`src/rtl/seven_segments_pkg.sv`:
```
// Shared constants for the seven-segment reader: segment bit positions, glyph patterns, FSM states.
// The hex glyphs SEG_A..SEG_F are only decoded when SEG_READER_HEX_EN is defined.
package seven_segments_pkg;

  localparam int SEG_W = 7;

  localparam int SEG_IDX_A = 0;
  localparam int SEG_IDX_B = 1;
  localparam int SEG_IDX_C = 2;
  localparam int SEG_IDX_D = 3;
  localparam int SEG_IDX_E = 4;
  localparam int SEG_IDX_F = 5;
  localparam int SEG_IDX_G = 6;

  localparam logic [SEG_W-1:0] SEG_0 = 7'h3F;
  localparam logic [SEG_W-1:0] SEG_1 = 7'h06;
  localparam logic [SEG_W-1:0] SEG_2 = 7'h5B;
  localparam logic [SEG_W-1:0] SEG_3 = 7'h4F;
  localparam logic [SEG_W-1:0] SEG_4 = 7'h66;
  localparam logic [SEG_W-1:0] SEG_5 = 7'h6D;
  localparam logic [SEG_W-1:0] SEG_6 = 7'h7D;
  localparam logic [SEG_W-1:0] SEG_7 = 7'h07;
  localparam logic [SEG_W-1:0] SEG_8 = 7'h7F;
  localparam logic [SEG_W-1:0] SEG_9 = 7'h6F;
  localparam logic [SEG_W-1:0] SEG_A = 7'h77;
  localparam logic [SEG_W-1:0] SEG_B = 7'h7C;
  localparam logic [SEG_W-1:0] SEG_C = 7'h39;
  localparam logic [SEG_W-1:0] SEG_D = 7'h5E;
  localparam logic [SEG_W-1:0] SEG_E = 7'h79;
  localparam logic [SEG_W-1:0] SEG_F = 7'h71;

  typedef enum logic {
    COLLECT = 1'b0,
    PRESENT = 1'b1
  } reader_state_t;

endpackage

```
`src/rtl/seven_segments_pattern_to_digit.sv`:
```
// Combinational segment-pattern to digit decoder; unknown patterns give digit 0 with err set.
// Define SEG_READER_HEX_EN to also accept the A..F glyphs.
module seven_segments_pattern_to_digit
  import seven_segments_pkg::*;
(
  input  logic [SEG_W-1:0] i_seg,
  output logic [3:0]       o_digit,
  output logic             o_err
);

  always_comb begin
    o_digit = 4'h0;
    o_err   = 1'b0;
    case (i_seg)
      SEG_0: o_digit = 4'h0;
      SEG_1: o_digit = 4'h1;
      SEG_2: o_digit = 4'h2;
      SEG_3: o_digit = 4'h3;
      SEG_4: o_digit = 4'h4;
      SEG_5: o_digit = 4'h5;
      SEG_6: o_digit = 4'h6;
      SEG_7: o_digit = 4'h7;
      SEG_8: o_digit = 4'h8;
      SEG_9: o_digit = 4'h9;
`ifdef SEG_READER_HEX_EN
      SEG_A: o_digit = 4'hA;
      SEG_B: o_digit = 4'hB;
      SEG_C: o_digit = 4'hC;
      SEG_D: o_digit = 4'hD;
      SEG_E: o_digit = 4'hE;
      SEG_F: o_digit = 4'hF;
`endif
      default: begin
        o_digit = 4'h0;
        o_err   = 1'b1;
      end
    endcase
  end

endmodule

```
`src/rtl/seven_segments_reader.sv`:
```
// Recovers BCD digits from a multiplexed seven-segment bus and emits one frame per scan (valid/ready).
// Hex glyph decoding is enabled by defining SEG_READER_HEX_EN (see pattern_to_digit).
module seven_segments_reader
  import seven_segments_pkg::*;
#(
  parameter int NUM_DIGITS    = 4,
  parameter int STABLE_CYCLES = 4
)(
  input  logic                    clk,
  input  logic                    rst_n,
  input  logic [SEG_W-1:0]        seg_in,
  input  logic [NUM_DIGITS-1:0]   an_in,
  input  logic                    frame_ready,
  output logic                    frame_valid,
  output logic [4*NUM_DIGITS-1:0] frame_digits,
  output logic [NUM_DIGITS-1:0]   frame_err,
  output logic                    overrun
);

  localparam int               CNT_W   = $clog2(STABLE_CYCLES + 1);
  localparam logic [CNT_W-1:0] CNT_MAX = CNT_W'(STABLE_CYCLES);
  localparam int               SMP_W   = NUM_DIGITS + SEG_W;

  logic [SMP_W-1:0]        r_prev;
  logic [CNT_W-1:0]        r_cnt;
  logic [CNT_W-1:0]        w_cnt_next;
  logic                    w_onehot;
  logic                    w_same;
  logic                    w_capture;
  logic [NUM_DIGITS-1:0]   w_cap_mask;

  logic [3:0]              w_dec_digit;
  logic                    w_dec_err;

  logic [4*NUM_DIGITS-1:0] r_shadow;
  logic [NUM_DIGITS-1:0]   r_shadow_err;
  logic [NUM_DIGITS-1:0]   r_seen;
  logic [NUM_DIGITS-1:0]   w_seen_upd;
  logic [NUM_DIGITS-1:0]   w_seen_next;

  reader_state_t           r_state;
  reader_state_t           w_state_next;
  logic                    w_issue;
  logic                    w_accept;
  logic                    w_set_overrun;

  logic                    r_valid;
  logic [4*NUM_DIGITS-1:0] r_digits;
  logic [NUM_DIGITS-1:0]   r_err;
  logic                    r_overrun;

  seven_segments_pattern_to_digit u_decode (
    .i_seg   (seg_in),
    .o_digit (w_dec_digit),
    .o_err   (w_dec_err)
  );

  assign w_onehot = (an_in != '0) && ((an_in & (an_in - NUM_DIGITS'(1))) == '0);
  assign w_same   = ({an_in, seg_in} == r_prev);

  always_comb begin
    w_cnt_next = '0;
    if (w_onehot) begin
      if (w_same)
        w_cnt_next = (r_cnt == CNT_MAX) ? CNT_MAX : r_cnt + CNT_W'(1);
      else
        w_cnt_next = CNT_W'(1);
    end
  end

  // One capture per dwell: only the edge on which the counter first hits the limit.
  assign w_capture   = (w_cnt_next == CNT_MAX) && (r_cnt != CNT_MAX);
  assign w_cap_mask  = w_capture ? an_in : '0;
  assign w_seen_upd  = r_seen | w_cap_mask;
  assign w_seen_next = w_issue ? w_cap_mask : w_seen_upd;

  always_ff @(posedge clk or negedge rst_n) begin
    if (!rst_n) begin
      r_prev <= '0;
      r_cnt  <= '0;
    end else begin
      r_prev <= {an_in, seg_in};
      r_cnt  <= w_cnt_next;
    end
  end

  always_ff @(posedge clk or negedge rst_n) begin
    if (!rst_n) begin
      r_shadow     <= '0;
      r_shadow_err <= '0;
      r_seen       <= '0;
    end else begin
      r_seen <= w_seen_next;
      for (int i = 0; i < NUM_DIGITS; i++) begin
        if (w_cap_mask[i]) begin
          r_shadow[4*i +: 4] <= w_dec_digit;
          r_shadow_err[i]    <= w_dec_err;
        end
      end
    end
  end

  always_ff @(posedge clk or negedge rst_n) begin
    if (!rst_n)
      r_state <= COLLECT;
    else
      r_state <= w_state_next;
  end

  always_comb begin
    w_state_next  = r_state;
    w_issue       = 1'b0;
    w_accept      = 1'b0;
    w_set_overrun = 1'b0;
    case (r_state)
      COLLECT: begin
        if (&r_seen) begin
          w_issue      = 1'b1;
          w_state_next = PRESENT;
        end
      end
      PRESENT: begin
        // A second scan completing while the first is still unconsumed.
        if (!(&r_seen) && (&w_seen_upd))
          w_set_overrun = 1'b1;
        if (frame_ready) begin
          w_accept     = 1'b1;
          w_state_next = COLLECT;
        end
      end
      default: w_state_next = COLLECT;
    endcase
  end

  always_ff @(posedge clk or negedge rst_n) begin
    if (!rst_n) begin
      r_valid   <= 1'b0;
      r_digits  <= '0;
      r_err     <= '0;
      r_overrun <= 1'b0;
    end else begin
      if (w_issue) begin
        r_valid  <= 1'b1;
        r_digits <= r_shadow;
        r_err    <= r_shadow_err;
      end else if (w_accept) begin
        r_valid <= 1'b0;
      end
      if (w_set_overrun)
        r_overrun <= 1'b1;
    end
  end

  assign frame_valid  = r_valid;
  assign frame_digits = r_digits;
  assign frame_err    = r_err;
  assign overrun      = r_overrun;

endmodule

```
`config.mk`:
```
export PLATFORM = sky130hd
export DESIGN_NAME = seven_segments_reader
export DESIGN_NICKNAME = d
export VERILOG_FILES = /design/src/rtl/seven_segments_pkg.sv /design/src/rtl/seven_segments_pattern_to_digit.sv /design/src/rtl/seven_segments_reader.sv
export SDC_FILE = /design/constraint.sdc
export NUM_CORES = 1
export LEC_CHECK = 0
export CORE_MARGIN = 3
export CORE_UTILIZATION = 35
export DETAILED_ROUTE_END_ITERATION = 7
export PLACE_DENSITY = 0.57
export REMOVE_ABC_BUFFERS = 1
export SLEW_MARGIN = 20
export SYNTH_ARGS = -nofsm -noshare
export SYNTH_HDL_FRONTEND = slang
export SYNTH_SLANG_ARGS = --single-unit
```
`constraint.sdc`:
```
create_clock -name clk -period 3.8 [get_ports clk]
set_input_delay 0.57 -clock clk [delete_from_list [all_inputs] [get_ports clk]]
set_output_delay 0.57 -clock clk [all_outputs]
set_load 0.005 [all_outputs]
```
Word-level counts from Yosys, hierarchy flattened. Index checks and enable logic that the tools add are counted.

Word-level logic and storage cells: 62. Input port bits: 14. Output and inout bits: 22. Bits in registers: 61.

Reductions and logical operators: 10. Multiplexer cells: 17. Add/sub/neg operators: 2. Equality and inequality tests: 14. Bitwise logic cells: 3.

Operator list (count): $eq 7x7->1 const B (7); $pmux 4 s9 (1); $eq 7x3->1 const B (2); $eq 11x11->1 (1); $mux 1 (10); $reduce_or 10->1 (1); $mux 3 (3); $mux 4 (2); $reduce_and 4->1 (2); $eq 7x6->1 const B (1); $eq 3x3->1 const B (2); $and 4x4->4 (1); $logic_not 4->1 (1); $or 4x4->4 (1); $reduce_bool 4->1 (1); $sub 4x1->4 const B (1); $add 3x1->3 const B (1); $logic_and 1x1->1 (3); $ne 3x3->1 const B (1); $pmux 1 s2 (1); $reduce_bool 2->1 (1); $logic_not 1->1 (1); $not 1->1 (1).

Depth between registers and ports, before layout.
Depth after elaboration: 13. Depth in mapped cells: 7. Gate-level depth less buffers: 7.

Modules after synthesis. Synthesis repeated with hierarchy kept, for this count alone.

Cell total of the unflattened synthesis: 236. Area total of the unflattened synthesis: 2655.0 µm².

By module, submodules not included: seven_segments_reader (cells each 209, sequential area each 1526.5 µm², times used 1, area each 2459.9 µm²); seven_segments_pattern_to_digit (cells each 27, sequential area each 0.0 µm², times used 1, area each 195.2 µm²).

Worst setup path after synthesis. Ideal clock, no wire load.

Kind: input to register. From: input seg_in[3]. To: register r_shadow[4]. Data required time: 3672 ps. Stages on the path: 6. Setup time: 128 ps. Slack: 1784 ps. Path buffers: 1. Arrival: 1888 ps. Cells stage by stage: buf_6 -> xnor2_4 -> nand4_4 -> nor4_4 -> nand2_2 -> mux2_1.

Longest elaborated chain between the ends: 6. Elaborated cells on any way between the ends: 16. Classes of those cells: 11 x eq/ne; 4 x mux; 1 x reduce/logical.

Ends and longest elaborated chain: start, declared (RTL line seven_segments_reader.sv:11) `input logic [SEG_W-1:0] seg_in,`; $eq 11x11->1 (RTL line seven_segments_reader.sv:59) `assign w_same = ({an_in, seg_in} == r_prev);`; $mux 3 (RTL line seven_segments_reader.sv:64) `if (w_same)`; $mux 3 (RTL line seven_segments_reader.sv:63) `if (w_onehot) begin`; $eq 3x3->1 (RTL line seven_segments_reader.sv:72) `assign w_capture = (w_cnt_next == CNT_MAX) && (r_cnt != CNT_MAX);`; $logic_and 1x1->1 (RTL line seven_segments_reader.sv:72); $mux 4 (RTL line seven_segments_reader.sv:73) `assign w_cap_mask = w_capture ? an_in : '0;`; end signal, assigned by index (RTL line seven_segments_reader.sv:96) `r_shadow[4*i +: 4] <= w_dec_digit;`; end, declared (RTL line seven_segments_reader.sv:35) `logic [4*NUM_DIGITS-1:0] r_shadow;`.

Parallel ways exist; a longest one is shown, timed or not. A chain may end at the register's enable or synchronous reset.

Final worst setup path.
From: input seg_in[3]. To: register r_shadow[6].

Same word-level chain as after synthesis.

==> results.json <==
{
  "final_layout_size_suffix_gt1_share_pct": 25.3,
  "ys_warn_count": 0,
  "grt-ovfl-total": 0,
  "hold_class": "in -> async",
  "switching_share_pct": 24.1,
  "die_area_sq_um": 9220,
  "cts_resized": 0,
  "portBuffers": 35,
  "clock-root-buffer": "clkbuf_8",
  "die_h_um": 96.0,
  "p_clk_share_pct": 40.9,
  "synth-edff-count": 0,
  "power.internal_mw": 1.04,
  "max_stage_delay_ns": 0.75,
  "cts_buffer_depth": 2,
  "place_congestion": 0.710,
  "crit_chain": "clkdlybuf4s50_1 -> xnor2_4 -> nand4_4 -> nor4_4 -> nand2_2 -> mux2_1",
  "p_leak_nw": 1.58,
  "cts_setup_buffers": 0,
  "ys.flop_type": "dfrtp_1",
  "skew_ns": 0.00641,
  "seqPwrFrac_pct": 50.3,
  "grt_pass1_wl_um": 8960,
  "synth_area_leader_cell": "dfrtp_1",
  "final_cell_count_no_fill": 347,
  "critical_path_required_ns": 4.01,
  "finalCritPeriodShare_pct": 66.0,
  "first_pass_iters": 4,
  "critPathBufInv": 1,
  "cts_tree": "yes",
  "crit_path_max_fanout": 10,
  "rsz0062_at_grt": "false",
  "final_cell_mix": "61 x dfrtp_1, 34 x clkdlybuf4s50_1, 20 x mux2_1, 20 x mux2_2, 11 x nand2_1",
  "cts.sink_count": 61,
  "status": "finished clean",
  "setup_violations": 0,
  "cp_slowest_cell": "clkdlybuf4s50_1",
  "start_util_pct": 36.3,
  "worstMarginPinSlew_ns": 0.774,
  "first_global_vias": 1739,
  "worstSkewPairLatency_ns": 0.33,
  "crit_family": "simple AND/OR/NAND/NOR gates",
  "ir_drop_mv": 0.214,
  "synthesis.area_sq_um": 2840,
  "h-tree-depth": 3,
  "ant_nets": 0,
  "yosysTopAreaCellShare_pct": 53.8,
  "place_inst": 331,
  "endpoint_kind": "flip-flop",
  "timing.fmax_ghz": 0.399,
  "layout.nets": 256,
  "route.vias.total": 1657,
  "crit_type": "in -> reg",
  "synth_cells": 204,
  "diodes": 0,
  "worstPathArrival_ns": 2.72,
  "wirelength_um": 5170,
  "drt_iter0_markers": 81,
  "hold_buffers": 0,
  "tns_ns": 0,
  "grt_max_degree": 37,
  "dpl.hpwl_um": 3580,
  "viasPerCell": 4.78,
  "finalHoldViolCount": 0,
  "syn_area_per_cell_sq_um": 13.9,
  "drv_cap": 0,
  "slew_headroom_pct": 48.4,
  "ys_seq_area_share_pct": 53.8,
  "netlist-cell-type-count": 50,
  "drc": 0,
  "power_frac_comb_pct": 8.8,
  "power_per_cell_area_nw_per_um2": 401,
  "die_w_um": 96.0,
  "ys_top_cells_by_area": "dfrtp_1 54%, mux2_1 7.9%, mux2_2 7.9%, xnor2_2 2.9%, buf_6 2.4%",
  "cp-start-kind": "input port",
  "final_common_cell": "dfrtp_1",
  "period_needed_ns": 2.51,
  "coreArea_sq_um": 7810,
  "async_flop_share_pct": 100,
  "grt_use_total_pct": 13.1,
  "synth_seq_cells": 61,
  "switchingPower_uw": 331,
  "syn_to_final_growth_pct": 20.8,
  "routedWlPerCell_um": 14.9,
  "numCtsBuffers": 9,
  "num_rows": 32,
  "antenna_found_initial": 0,
  "slew_viol_final": 0,
  "clk_pin_slew_worst_paths_ns": 0.07,
  "top_level_ports": 36
}
==> state kept, by name (all words and copies together) (netlist names) <==
signal / cells
frame_digits: 16
r_shadow: 16
r_prev: 11
frame_err: 4
r_seen: 4
r_shadow_err: 4
r_cnt: 3
frame_valid: 1
overrun: 1
r_state: 1
==> cells by family after synthesis <==
group / share of synthesized area, %
buffers and inverters: 3.97
flip-flops: 53.8
multiplexers: 15.9
XOR/XNOR: 6.35
AND/OR/NAND/NOR: 12.0
AO/OA/AOI/OAI: 7.10
adder cells (fa/ha/maj): 0.882
==> power by group through the flow <==
stage / sequential [mW] / combinational (mW) / clock [mW]
global route: 0.695 / 0.136 / 0.610
finish: 0.691 / 0.121 / 0.562
detailed placement: 0.702 / 0.123 / 0
floorplan: 0.698 / 0.0696 / 0
CTS: 0.690 / 0.124 / 0.583
global placement: 0.702 / 0.122 / 0
==> through the flow <==
step / power, mW / utilization [%] / hold WS [ns] / worst slack [ns] / cell area [sq um]
final: 1.37 / 43.9 / 0.312 / 1.29 / 3430
after global routing: 1.44 / 43.9 / 0.370 / 1.17 / 3430
after CTS: 1.40 / 43.9 / 0.332 / 1.28 / 3430
after detailed placement: 0.825 / 41.4 / 0.468 / 0.941 / 3230
after global placement: 0.823 / 41.4 / 0.472 / 0.970 / 3230
after floorplan: 0.767 / - / 0.274 / 1.87 / 2750
==> per-layer routing <==
metal	up-vias	GRT usage, %	routed length (um)
li1	798	-	-
met1	824	18.6	2600
met2	28	18.3	2310
met3	7	2.89	170
met4	0	7.11	91
met5	-	0	0
==> Yosys cell counts (2+ instances only) <==
master    number
xnor2_2        5
nand2b_1       5
o22ai_1        3
inv_1          7
nand2_1       11
nand2_2        2
dfrtp_1       61
nand3_2        3
xnor2_1        4
buf_6          6
nor4_4         2
clkbuf_1       4
nand3_1        2
mux2_2        20
a31oi_1        2
mux2_1        20
o21ai_0        5
nor2_1         4
a21oi_1        2
xnor2_4        2
nor4b_1        2
o21a_1         2
nand4_4        2
ha_1           2
==> final cells by class <==
type / count / area (sq um)
clock inverters: 4 / 47.5
well taps: 102 / 128
clock buffers: 12 / 145
repair buffers: 36 / 353
flip-flops and latches: 61 / 1530
fillers: 732 / 4380
inverters: 7 / 26.3
multi-input cells: 125 / 1200
==> worst reg2reg max path: cells and delay by family, from the launching register on <==
| family | cells | cell delay [ns] |
|---|---|---|
| multiplexers | 1 | 0.36 |
| AO/OA/AOI/OAI | 1 | 0.19 |
| AND/OR/NAND/NOR | 3 | 0.80 |
| flip-flops | 1 | 0.40 |
| adder cells (fa/ha/maj) | 1 | 0.22 |
| buffers and inverters | 1 | 0.06 |
==> path summary, 6_finish.rpt <==
check                      startpoint               to  slack [ns]  depth (start not counted)
min                             rst_n  frame_digits[4]        0.31                          1
max in group asynchronous       rst_n  r_shadow_err[3]        2.65                          2
max reg2reg                  r_cnt[0]      r_shadow[6]        1.65                          7
min in group clk              overrun          overrun        0.49                          2
max                         seg_in[3]      r_shadow[6]        1.29                          6
min reg2reg                   overrun          overrun        0.49                          2
Power figures use the tool's default switching activity.
